## src/rtl/if_fetch_unit_pkg.sv

```systemverilog
// if_fetch_unit_pkg: shared fetch-side types and constants for the 5-stage pipeline.
package if_fetch_unit_pkg;
    localparam int XLEN = 32;
    localparam logic [XLEN-1:0] RESET_PC_DEFAULT = '0;
    localparam logic [XLEN-1:0] NOP_INSTR = '0;
    typedef enum logic [1:0] {REQ, HOLD, KILL} fetch_state_e;
    typedef struct packed {
        logic [XLEN-1:0] pc;
        logic [XLEN-1:0] pc4;
        logic [XLEN-1:0] instr;
        logic            valid;
    } ifid_t;
endpackage

```

## src/rtl/if_fetch_unit_ifid.sv

```systemverilog
// ifid_pipe_reg: IF/ID pipeline register; clear beats load, load beats bubble.
module ifid_pipe_reg
    import if_fetch_unit_pkg::*;
#(
    parameter int ADDR_W  = 32,
    parameter int INSTR_W = 32
) (
    input  logic               clk,
    input  logic               rst_n,
    input  logic               load,
    input  logic               bubble,
    input  logic               clear,
    input  logic [ADDR_W-1:0]  d_pc,
    input  logic [ADDR_W-1:0]  d_pc4,
    input  logic [INSTR_W-1:0] d_instr,
    output logic [ADDR_W-1:0]  pc,
    output logic [ADDR_W-1:0]  pc4,
    output logic [INSTR_W-1:0] instr,
    output logic               valid
);
    always_ff @(posedge clk or negedge rst_n) begin
        if (!rst_n) begin
            pc    <= '0;
            pc4   <= '0;
            instr <= '0;
            valid <= 1'b0;
        end else if (clear || (bubble && !load)) begin
            instr <= INSTR_W'(NOP_INSTR);
            valid <= 1'b0;
        end else if (load) begin
            pc    <= d_pc;
            pc4   <= d_pc4;
            instr <= d_instr;
            valid <= 1'b1;
        end
    end
endmodule

```

## src/rtl/if_fetch_unit.sv

```systemverilog
// if_fetch_unit: PC, imem req/ack handshake and IF/ID register with stall/flush handling.
module if_fetch_unit
    import if_fetch_unit_pkg::*;
#(
    parameter int ADDR_W  = 32,
    parameter int INSTR_W = 32,
    parameter logic [ADDR_W-1:0] RESET_PC = ADDR_W'(RESET_PC_DEFAULT)
) (
    input  logic               clk_i,
    input  logic               rst_n,
    input  logic               pc_write_i,
    input  logic               ifid_write_i,
    input  logic               flush_i,
    input  logic [ADDR_W-1:0]  branch_target_i,
    output logic               imem_req_o,
    output logic [ADDR_W-1:0]  imem_addr_o,
    input  logic               imem_ack_i,
    input  logic [INSTR_W-1:0] imem_rdata_i,
    output logic [ADDR_W-1:0]  ifid_pc_o,
    output logic [ADDR_W-1:0]  ifid_pc4_o,
    output logic [INSTR_W-1:0] ifid_instr_o,
    output logic               ifid_valid_o,
    output logic               fetch_busy_o
);
    fetch_state_e       state;
    logic [ADDR_W-1:0]  pc;
    logic [ADDR_W-1:0]  pc_next4;
    logic [ADDR_W-1:0]  kill_addr;
    logic [INSTR_W-1:0] hold_buf;
    logic               stall;
    logic               ack_req;
    logic               ifid_load;
    logic               ifid_bubble;

    assign stall        = !pc_write_i || !ifid_write_i;
    assign ack_req      = state == REQ && imem_ack_i;
    assign ifid_load    = !flush_i && !stall && (ack_req || state == HOLD);
    assign ifid_bubble  = ifid_write_i && state != HOLD && !ack_req;
    assign pc_next4     = pc + ADDR_W'(4);
    assign imem_req_o   = state != HOLD;
    assign fetch_busy_o = imem_req_o;
    // While killing, the request must stay on the address it was issued with.
    assign imem_addr_o  = state == KILL ? kill_addr : pc;

    always_ff @(posedge clk_i or negedge rst_n) begin
        if (!rst_n) begin
            state     <= REQ;
            pc        <= RESET_PC;
            kill_addr <= RESET_PC;
            hold_buf  <= '0;
        end else begin
            case (state)
                REQ: begin
                    if (flush_i) begin
                        pc <= branch_target_i;
                        if (!imem_ack_i) begin
                            kill_addr <= pc;
                            state     <= KILL;
                        end
                    end else if (imem_ack_i) begin
                        if (stall) begin
                            hold_buf <= imem_rdata_i;
                            state    <= HOLD;
                        end else begin
                            pc <= pc_next4;
                        end
                    end
                end
                HOLD: begin
                    if (flush_i) begin
                        pc    <= branch_target_i;
                        state <= REQ;
                    end else if (!stall) begin
                        pc    <= pc_next4;
                        state <= REQ;
                    end
                end
                KILL: begin
                    if (flush_i) pc <= branch_target_i;
                    if (imem_ack_i) state <= REQ;
                end
                default: state <= REQ;
            endcase
        end
    end

    ifid_pipe_reg #(.ADDR_W(ADDR_W), .INSTR_W(INSTR_W)) u_ifid (
        .clk     (clk_i),
        .rst_n   (rst_n),
        .load    (ifid_load),
        .bubble  (ifid_bubble),
        .clear   (flush_i),
        .d_pc    (pc),
        .d_pc4   (pc_next4),
        .d_instr (state == HOLD ? hold_buf : imem_rdata_i),
        .pc      (ifid_pc_o),
        .pc4     (ifid_pc4_o),
        .instr   (ifid_instr_o),
        .valid   (ifid_valid_o)
    );

    no_ack_in_hold: assert property (@(posedge clk_i) disable iff (!rst_n) !(state == HOLD && imem_ack_i));
endmodule

```

## config.mk

```make
export PLATFORM = sky130hd
export DESIGN_NAME = if_fetch_unit
export DESIGN_NICKNAME = d
export VERILOG_FILES = /design/src/rtl/if_fetch_unit_pkg.sv /design/src/rtl/if_fetch_unit_ifid.sv /design/src/rtl/if_fetch_unit.sv
export SDC_FILE = /design/constraint.sdc
export NUM_CORES = 1
export LEC_CHECK = 0
export CAP_MARGIN = 0
export CORE_MARGIN = 3
export CORE_UTILIZATION = 30
export CTS_BUF_LIST = sky130_fd_sc_hd__clkbuf_16
export DETAILED_ROUTE_END_ITERATION = 12
export GPL_TIMING_DRIVEN = 0
export MAX_ROUTING_LAYER = met4
export SYNTH_ARGS = -nofsm -noshare
export SYNTH_HDL_FRONTEND = slang
export SYNTH_SLANG_ARGS = --single-unit
export TNS_END_PERCENT = 30
```

## constraint.sdc

```tcl
create_clock -name clk_i -period 4.5 [get_ports clk_i]
set_input_delay 0.9 -clock clk_i [delete_from_list [all_inputs] [get_ports clk_i]]
set_output_delay 0.9 -clock clk_i [all_outputs]
set_load 0.005 [all_outputs]
```

==> results_dict.tcl, run 1 <==
set metrics [dict create \
    layout_min_cycle_time_ns 3.99 \
    syn_avg_cell_area_um2 10.5 \
    pwr_density_cell_nw_per_um2 461 \
    synth_area_um2 9020 \
    slew_violations 0 \
    drc 0 \
    grt_pass1_vias 7255 \
    hold_buffers 0 \
    ys_seq_area_share_pct 53.6 \
    dieArea_um2 32200 \
    die_w_um 179 \
    syn2layout_area_growth_pct 33.9 \
    core-area_um2 29200 \
    ys_ff_latch 193 \
    grt.busiest_layer "met2" \
    gr-total-overflow 0 \
    boundaryPins 201 \
    fmax_mhz 251 \
    outcome "finished, final reports clean" \
    grt_max_degree 103 \
    gr-usage-met3_pct 4.70 \
    hold_violations 0 \
    vias 7205 \
    timing.critical_path.to_type "primary output" \
    synth_edf_count 0 \
    peakVddDrop_mv 0.243 \
    slowest_delay_ns 0.65 \
    start_util_pct 30.9 \
    clk_pin_slew_worst_paths_ns 0.08 \
    worstPathCellList "nor2b_1 -> buf_1 -> clkbuf_1 -> nand2_1 -> o21ai_0 -> clkdlybuf4s50_1" \
    cts_buffers 17 \
    via_per_inst 4.87 \
    path_max_fanout 10 \
    synthFlopType "dfrtp_1" \
    grt.total_usage_pct 17.9 \
    drtIter0Drc 441 \
    syn_nets 932 \
    cp-start-kind "flip-flop" \
    worst_skew_pair.late_latency_ns 0.44 \
    place_congestion 0.865 \
    port_buffers 199 \
    required_ns 3.60 \
    worst_slack_ns 0.508 \
    synthArstFlopShare_pct 100 \
    finalNetCount 1151 \
    fin_crit_sh_pct 88.7 \
    r2r_cells 6 \
    netlist_instances 861 \
    p_leak_nw 5.03 \
    post-cts-setup-buffer-count 0 \
    max_cap_violations 0 \
    worst_pin_slew_ns 0.955 \
    rsz0062_at_grt "false" \
    power.total_mw 5.57 \
    clock_skew_ns 0.0151 \
    tritoncts "yes" \
    max-slew-margin-rel_pct 36.1 \
    clk_path_buf_depth 2 \
    wl_per_cell_um 18.7 \
    drive_gt1_share_pct 14.9 \
    worstSetupPathType "reg2out" \
    grt_pass1_wl_um 42200 \
    root_buffer "clkbuf_16" \
    cts.sinks 193 \
    first_pass_iters 5 \
    cts_resized 0 \
    setup_violations 0 \
    die_y_um 179 \
    htree_levels 4 \
    pre_cts_slack_ns 0.964 \
    grt_antenna_before_repair 1 \
    use_met2_pct 26.8 \
    yosysUniqueCellTypes 56 \
    cp_slowest_cell "buf_1" \
    hpwl_um 20100 \
    yosysWarnings 0 \
    fp-row-count 62 \
    cp.arrival_ns 3.09 \
    antenna_left 0 \
    hold_path_class "in2async" \
    grt_use_met1_pct 23.6 \
    drt_wl_total_um 27700 \
]
through the flow:
stage,hold WS (ns),cell area [µm²],instances,utilization (%),TNS (ns)
5_1_grt,0.495,12100,1477,41.4,0
3_5_place_dp,0.464,11500,1445,39.5,0
6_report,0.468,12100,1478,41.4,0
4_1_cts,0.483,12100,1476,41.4,0
2_1_floorplan,0.452,9020,861,-,0
3_3_place_gp,0.460,11500,1444,39.4,-1164.67
cell usage after synthesis, types with 2 or more instances:
master	instances	area, µm²
xor2_1	10	87.6
nor4_4	2	42.5
a31oi_1	5	31.3
a22oi_1	4	30.0
a21o_1	6	45.0
buf_2	16	80.1
nor2b_1	2	12.5
and3_1	3	18.8
o311ai_0	2	17.5
mux2_1	2	22.5
or4_4	2	22.5
o22a_1	4	35.0
nand4_1	10	62.6
nor2_1	27	101
o211ai_1	2	15.0
o22ai_1	8	50.1
nor4_1	5	31.3
a21oi_1	23	115
clkbuf_1	41	154
xnor2_1	17	149
or3_1	3	18.8
nand3_1	11	55.1
buf_4	11	82.6
o21ai_0	86	430
a221o_1	3	30.0
and4_1	5	43.8
a22o_1	4	35.0
nand2_1	187	702
clkbuf_2	2	10.0
dfrtp_1	193	4830
a2bb2oi_1	4	35.0
nor3_1	9	45.0
o21a_1	3	22.5
mux2_2	91	1020
mux2i_1	32	320
inv_1	6	22.5
registers in the layout (all words and copies together), names as in the netlist:
register      count
hold_buf         32
kill_addr        32
pc               32
u_ifid.instr     32
u_ifid.pc4       32
u_ifid.pc        30
state             2
u_ifid.valid      1
cell usage in the layout (no fill, tap or decap), drive strengths merged, types with 3 or more instances in the layout:
master / instances
inv: 11
a2bb2oi: 4
dfrtp: 193
nand4: 12
clkbuf: 61
buf: 31
clkdlybuf4s50: 198
a22o: 4
xnor2: 17
a21o: 6
nor2: 27
o22ai: 8
a221o: 3
o21a: 3
and3: 3
nand3: 12
mux2i: 32
o21ai: 87
nor3: 9
xor2: 10
and4: 5
or3: 3
nor4: 7
clkinv: 7
nand2: 187
o22a: 4
a31oi: 5
a21oi: 23
a22oi: 4
mux2: 93
area by class of cell:
cell class,count,area [µm²]
antenna,2,5.00
buffer,73,349
clock buffer,17,425
clock inverter,14,125
fill,2911,17100
inverter,6,22.5
multi-input combinational,589,3810
sequential,193,4830
tap,384,480
timing repair buffer,200,2020
power by group:
part           switching (mW)  internal [mW]
combinational           0.740          0.964
clock                   0.744          0.725
sequential              0.233           2.17
metal layers:
metal	vias up	wire length [µm]
li1	3416	-
met1	3497	12400
met2	257	12500
met3	35	2090
met4	0	733
met5	-	0
kinds of logic (layout without fill, tap and decap cells):
kind of cell | Yosys count | in the layout | synth area share, %
and+or+nand+nor | 275 | 275 | 13.8
DFF | 193 | 193 | 53.6
AOI/OAI and AO/OA | 161 | 161 | 10.5
muxes | 125 | 125 | 15.2
buffers and inverters | 79 | 310 | 4.12
xor gates and xnor gates | 27 | 27 | 2.62
adders and majority gates | 1 | 1 | 0.139
other | 0 | 2 | 0
final timing paths:
path	startpoint	endpoint	slack, ns
setup / recovery	state[1]	imem_addr_o[16]	0.51
hold / removal	rst_n	u_ifid.instr[23]	0.47
setup reg to reg	state[1]	u_ifid.pc4[3]	1.88
hold reg to reg	u_ifid.pc[31]	u_ifid.pc[31]	0.47
max in group asynchronous	rst_n	kill_addr[13]	3.04
min in group clk_i	u_ifid.pc[31]	u_ifid.pc[31]	0.47
critical path: cells and delay by family, from the launching register on:
kind	cells	cell delay [ns]
AOI/OAI and AO/OA	1	0.20
buffers and inverters	3	1.63
and+or+nand+nor	2	0.37
DFF	1	0.45
No activity file was read; power rests on OpenSTA's default activity.
==> run 2: changes to the inputs <==
--- a/config.mk
+++ b/config.mk
@@ -12,6 +12,7 @@
 export DETAILED_ROUTE_END_ITERATION = 12
 export GPL_TIMING_DRIVEN = 0
 export MAX_ROUTING_LAYER = met4
+export SETUP_SLACK_MARGIN = 0.4
 export SYNTH_ARGS = -nofsm -noshare
 export SYNTH_HDL_FRONTEND = slang
 export SYNTH_SLANG_ARGS = --single-unit
==> run 2 against run 1 <==
Clock skew is essentially flat. Largest power group unchanged. Sequential power about the same. Die area unchanged. Clock power barely moved. Non-clock buffer count is the same. Via count shrank 0.33%. Final cell count unchanged. Largest cell class unchanged. Cell area barely moved. Routed wire length is essentially flat. Clock-buffer cell count did not move.
==> results_dict.tcl, run 2 (synthesized netlist as in run 1, its figures left out) <==
set metrics [dict create \
    outcome "finished, final reports clean" \
    port_buffers 199 \
    pwr_density_cell_nw_per_um2 461 \
    vias 7181 \
    cp_slowest_cell "clkdlybuf4s50_1" \
    power.total_mw 5.57 \
    required_ns 3.60 \
    start_util_pct 30.9 \
    hold_buffers 0 \
    via_per_inst 4.86 \
    fin_crit_sh_pct 82.6 \
    die_y_um 179 \
    rsz0062_at_grt "false" \
    syn2layout_area_growth_pct 34.0 \
    peakVddDrop_mv 0.243 \
    drtIter0Drc 440 \
    cts.sinks 193 \
    cp-start-kind "flip-flop" \
    grt_max_degree 103 \
    antenna_left 0 \
    htree_levels 4 \
    slowest_delay_ns 0.60 \
    wl_per_cell_um 18.7 \
    hold_violations 0 \
    finalNetCount 1151 \
    worst_pin_slew_ns 0.948 \
    fp-row-count 62 \
    worst_slack_ns 0.784 \
    final_common_cell "clkdlybuf4s50_1" \
    worstSetupPathType "reg2out" \
    die_w_um 179 \
    hpwl_um 20100 \
    setup_violations 0 \
    grt_antenna_before_repair 1 \
    drt_wl_total_um 27700 \
    clk_pin_slew_worst_paths_ns 0.08 \
    worstPathCellList "nor2b_1 -> clkbuf_2 -> clkbuf_1 -> nand2_1 -> o21ai_0 -> clkdlybuf4s50_1" \
    grt_pass1_wl_um 42200 \
    boundaryPins 201 \
    drc 0 \
    grt_pass1_vias 7255 \
    tritoncts "yes" \
    fmax_mhz 269 \
    place_area_um2 11500 \
    clk_path_buf_depth 2 \
    fin_cells 1478 \
    first_pass_iters 5 \
    pre_cts_slack_ns 0.964 \
    place_congestion 0.865 \
    max_cap_violations 0 \
    tns_ns 0 \
    p_leak_nw 5.03 \
    slew_violations 0 \
    gr-total-overflow 0 \
    root_buffer "clkbuf_16" \
    hold_path_class "in2async" \
    timing.critical_path.to_type "primary output" \
    clock_skew_ns 0.0152 \
    layout_common_cells "clkdlybuf4s50_1 (198), dfrtp_1 (193), nand2_1 (187)" \
    core-area_um2 29200 \
    grt.total_usage_pct 17.9 \
    dieArea_um2 32200 \
    drive_gt1_share_pct 15.0 \
    post-cts-setup-buffer-count 0 \
    fin_area_um2 12100 \
    dp.cells 1445 \
    worst_skew_pair.late_latency_ns 0.44 \
    path_max_fanout 10 \
    cts_buffers 17 \
    cp.arrival_ns 2.82 \
    max-slew-margin-rel_pct 36.3 \
    layout_min_cycle_time_ns 3.72 \
]
run 2: changes by cell type in the layout (fill, tap and decap cells not counted):
cell | previous run | this run
buf_1 | 1 | 0
clkbuf_2 | 2 | 3
run 2: per-layer routing:
metal	wire length (µm)	GRT usage, %	vias to the layer above
li1	-	-	3416
met1	12500	23.6	3483
met2	12500	26.8	249
met3	2060	4.70	33
met4	721	6.12	0
met5	0	-	-
run 2: power by group:
group	total, mW	internal (mW)	switching, mW
Combinational	1.70	0.965	0.740
Sequential	2.40	2.17	0.233
Clock	1.47	0.725	0.742
run 2: final cells by class:
| cell class | instances | area (µm²) |
|---|---|---|
| Fill cell | 2910 | 17100 |
| Sequential cell | 193 | 4830 |
| Multi-Input combinational cell | 589 | 3810 |
| Timing Repair Buffer | 200 | 2020 |
| Tap cell | 384 | 480 |
| Clock buffer | 17 | 425 |
| Buffer | 73 | 350 |
| Clock inverter | 14 | 125 |
| Inverter | 6 | 22.5 |
| Antenna cell | 2 | 5.00 |
run 2: per-stage QoR:
stage               utilization (%)  hold slack [ns]
global route                   41.4            0.495
finish                         41.4            0.469
floorplan                         -            0.452
detailed placement             39.5            0.464
global placement               39.4            0.460
CTS                            41.4            0.483
run 2: path summary, 6_finish.rpt:
| path | start | end | slack, ns | cells after the start |
|---|---|---|---|---|
| setup / recovery | state[1] | imem_addr_o[16] | 0.78 | 6 |
| hold / removal | rst_n | u_ifid.instr[23] | 0.47 | 1 |
| setup reg to reg | state[1] | u_ifid.pc4[3] | 1.91 | 6 |
| hold reg to reg | u_ifid.pc[31] | u_ifid.pc[31] | 0.47 | 2 |
| max in group asynchronous | rst_n | kill_addr[13] | 3.03 | 2 |
| min in group clk_i | u_ifid.pc[31] | u_ifid.pc[31] | 0.47 | 2 |
run 2: repair_timing:
action / in CTS / in global routing
gates resized for setup: 0 / 1
setup endpoints to repair: 0 / 6
hold endpoints to repair: 0 / 0
run 2: worst max-delay path, delay by kind of cell (launching register included):
kind | cells | cell delay [ns]
AOI/OAI and AO/OA | 1 | 0.20
buffers and inverters | 3 | 1.36
DFF | 1 | 0.45
and+or+nand+nor | 2 | 0.36
==> run 3: changes to the inputs <==
==> constraint.sdc (replaced) <==
create_clock -name clk_i -period 3.8 [get_ports clk_i]
set_input_delay 0.76 -clock clk_i [delete_from_list [all_inputs] [get_ports clk_i]]
set_output_delay 0.76 -clock clk_i [all_outputs]
set_load 0.005 [all_outputs]
==> run 3 against run 2 <==
Cell area is essentially flat. Sequential power is 18% higher. Via count up 0.21%. Core utilization barely moved. Clock-buffer cell count stayed put. Power grew 18%. Worst hold slack lost 0.14 ns. Combinational power rose by 19%. Register-to-register slack worse by 0.72 ns. Critical path depth is 1 lower. Critical path type unchanged. Largest cell class unchanged. Largest power group unchanged. Highest routed layer unchanged.
==> results_dict.tcl, run 3 (synthesized netlist as in run 1, its figures left out) <==
set metrics [dict create \
    outcome "finished, final reports clean" \
    timing.critical_path.to_type "primary output" \
    fin_crit_sh_pct 86.6 \
    r2r-start "state[1]" \
    worst_slack_ns 0.510 \
    grt_pass1_vias 7255 \
    cts_buffers 17 \
    max-slew-margin-rel_pct 37.4 \
    slowest_delay_ns 0.60 \
    endpoint "imem_addr_o[16]" \
    seqCellArea_um2 4830 \
    max_cap_violations 0 \
    vias 7196 \
    core-area_um2 29200 \
    grt_max_degree 103 \
    grt.total_usage_pct 17.9 \
    antenna_left 0 \
    dieArea_um2 32200 \
    regToRegSetupSlack_ns 1.19 \
    final_common_cell "clkdlybuf4s50_1" \
    first_pass_iters 5 \
    start_util_pct 30.9 \
    rsz0062_at_grt "false" \
    required_ns 3.04 \
    worstPathCellList "nor2b_2 -> buf_4 -> clkbuf_2 -> o21ai_0 -> clkdlybuf4s50_1" \
    nFillCells 2908 \
    layout_min_cycle_time_ns 3.29 \
    cp-start-kind "flip-flop" \
    place_congestion 0.865 \
    grt_pass1_wl_um 42200 \
    hold_path_class "in2async" \
    fp-row-count 62 \
    htree_levels 4 \
    r2r_cells 6 \
    drc 0 \
    r2r_end "u_ifid.pc4[3]" \
    setup.worst_path.start "state[1]" \
    wl_per_cell_um 18.7 \
    worst_skew_pair.late_latency_ns 0.44 \
    root_buffer "clkbuf_16" \
    hold_violations 0 \
    pre_cts_slack_ns 0.404 \
    place_area_um2 11500 \
    cts.sinks 193 \
    grt_antenna_before_repair 1 \
    port_buffers 199 \
    peakVddDrop_mv 0.289 \
    setup_violations 0 \
    cp.arrival_ns 2.53 \
    hpwl_um 20100 \
    worst_pin_slew_ns 0.935 \
    drtIter0Drc 446 \
    hold_buffers 0 \
    clk_pin_slew_worst_paths_ns 0.08 \
    drive_gt1_share_pct 15.2 \
    clk_path_buf_depth 2 \
    worstSetupPathType "reg2out" \
    boundaryPins 201 \
    cp_slowest_cell "clkdlybuf4s50_1" \
    tns_ns 0 \
    die_y_um 179 \
    pwr_density_cell_nw_per_um2 546 \
    slew_violations 0 \
    syn2layout_area_growth_pct 34.1 \
    layout_common_cells "clkdlybuf4s50_1 (198), dfrtp_1 (193), nand2_1 (187)" \
    fin_area_um2 12100 \
    gr-total-overflow 0 \
    clock_skew_ns 0.0140 \
    power.total_mw 6.60 \
    path_max_fanout 10 \
    fmax_mhz 304 \
    finalNetCount 1151 \
    p_leak_nw 5.03 \
    drt_wl_total_um 27700 \
    multi_input_area_um2 3820 \
    tritoncts "yes" \
    die_w_um 179 \
    via_per_inst 4.87 \
]
-- run 3: metal layers --
metal	GRT usage, %	wire [µm]	part of all wire, %	vias up
met5	-	0	0	-
met1	23.6	12400	45	3489
met3	4.70	2080	7.5	31
li1	-	-	-	3415
met2	26.8	12500	45	261
met4	6.12	703	2.5	0
-- run 3: repair_timing --
action                                  4_1_cts  5_1_grt
setup buffers                                 0        0
endpoints found under the setup margin       32       23
resized for setup                             3        2
-- run 3: report_power, final --
group / switching [mW] / total (mW) / internal, mW
clock: 0.878 / 1.74 / 0.858
combinational: 0.876 / 2.02 / 1.14
sequential: 0.276 / 2.84 / 2.57
total: 2.03 / 6.60 / 4.57
-- run 3: area by class of cell --
type	instances	area share, %
Buffer	73	2.95
Antenna cell	2	0.0414
Sequential cell	193	40.0
Timing Repair Buffer	200	16.7
Tap cell	384	3.98
Clock inverter	14	1.04
Inverter	6	0.186
Multi-Input combinational cell	589	31.6
Clock buffer	17	3.52
-- run 3: stage by stage --
stage	hold slack (ns)	std cells	utilization [%]
6_report	0.326	1478	41.4
3_3_place_gp	0.460	1444	39.4
5_1_grt	0.380	1477	41.4
4_1_cts	0.348	1476	41.4
3_5_place_dp	0.464	1445	39.5
2_1_floorplan	0.452	861	-
-- run 3: worst min path at each step --
stage | startpoint | endpoint | slack (ns) | cells past startpoint
after global routing | rst_n | u_ifid.instr[24] | 0.38 | 1
after detailed placement | u_ifid.pc[25] | u_ifid.pc[25] | 0.46 | 2
after floorplan | kill_addr[31] | kill_addr[31] | 0.45 | 1
after global placement | u_ifid.instr[30] | u_ifid.instr[30] | 0.46 | 2
final | rst_n | u_ifid.instr[23] | 0.33 | 1
after CTS | rst_n | u_ifid.instr[23] | 0.35 | 1
-- run 3: critical path, delay by kind of cell, from the launching register on --
kind	cells	cell delay [ns]
compound gates	1	0.43
flops	1	0.45
buf+inv	3	1.01
simple gates	1	0.20
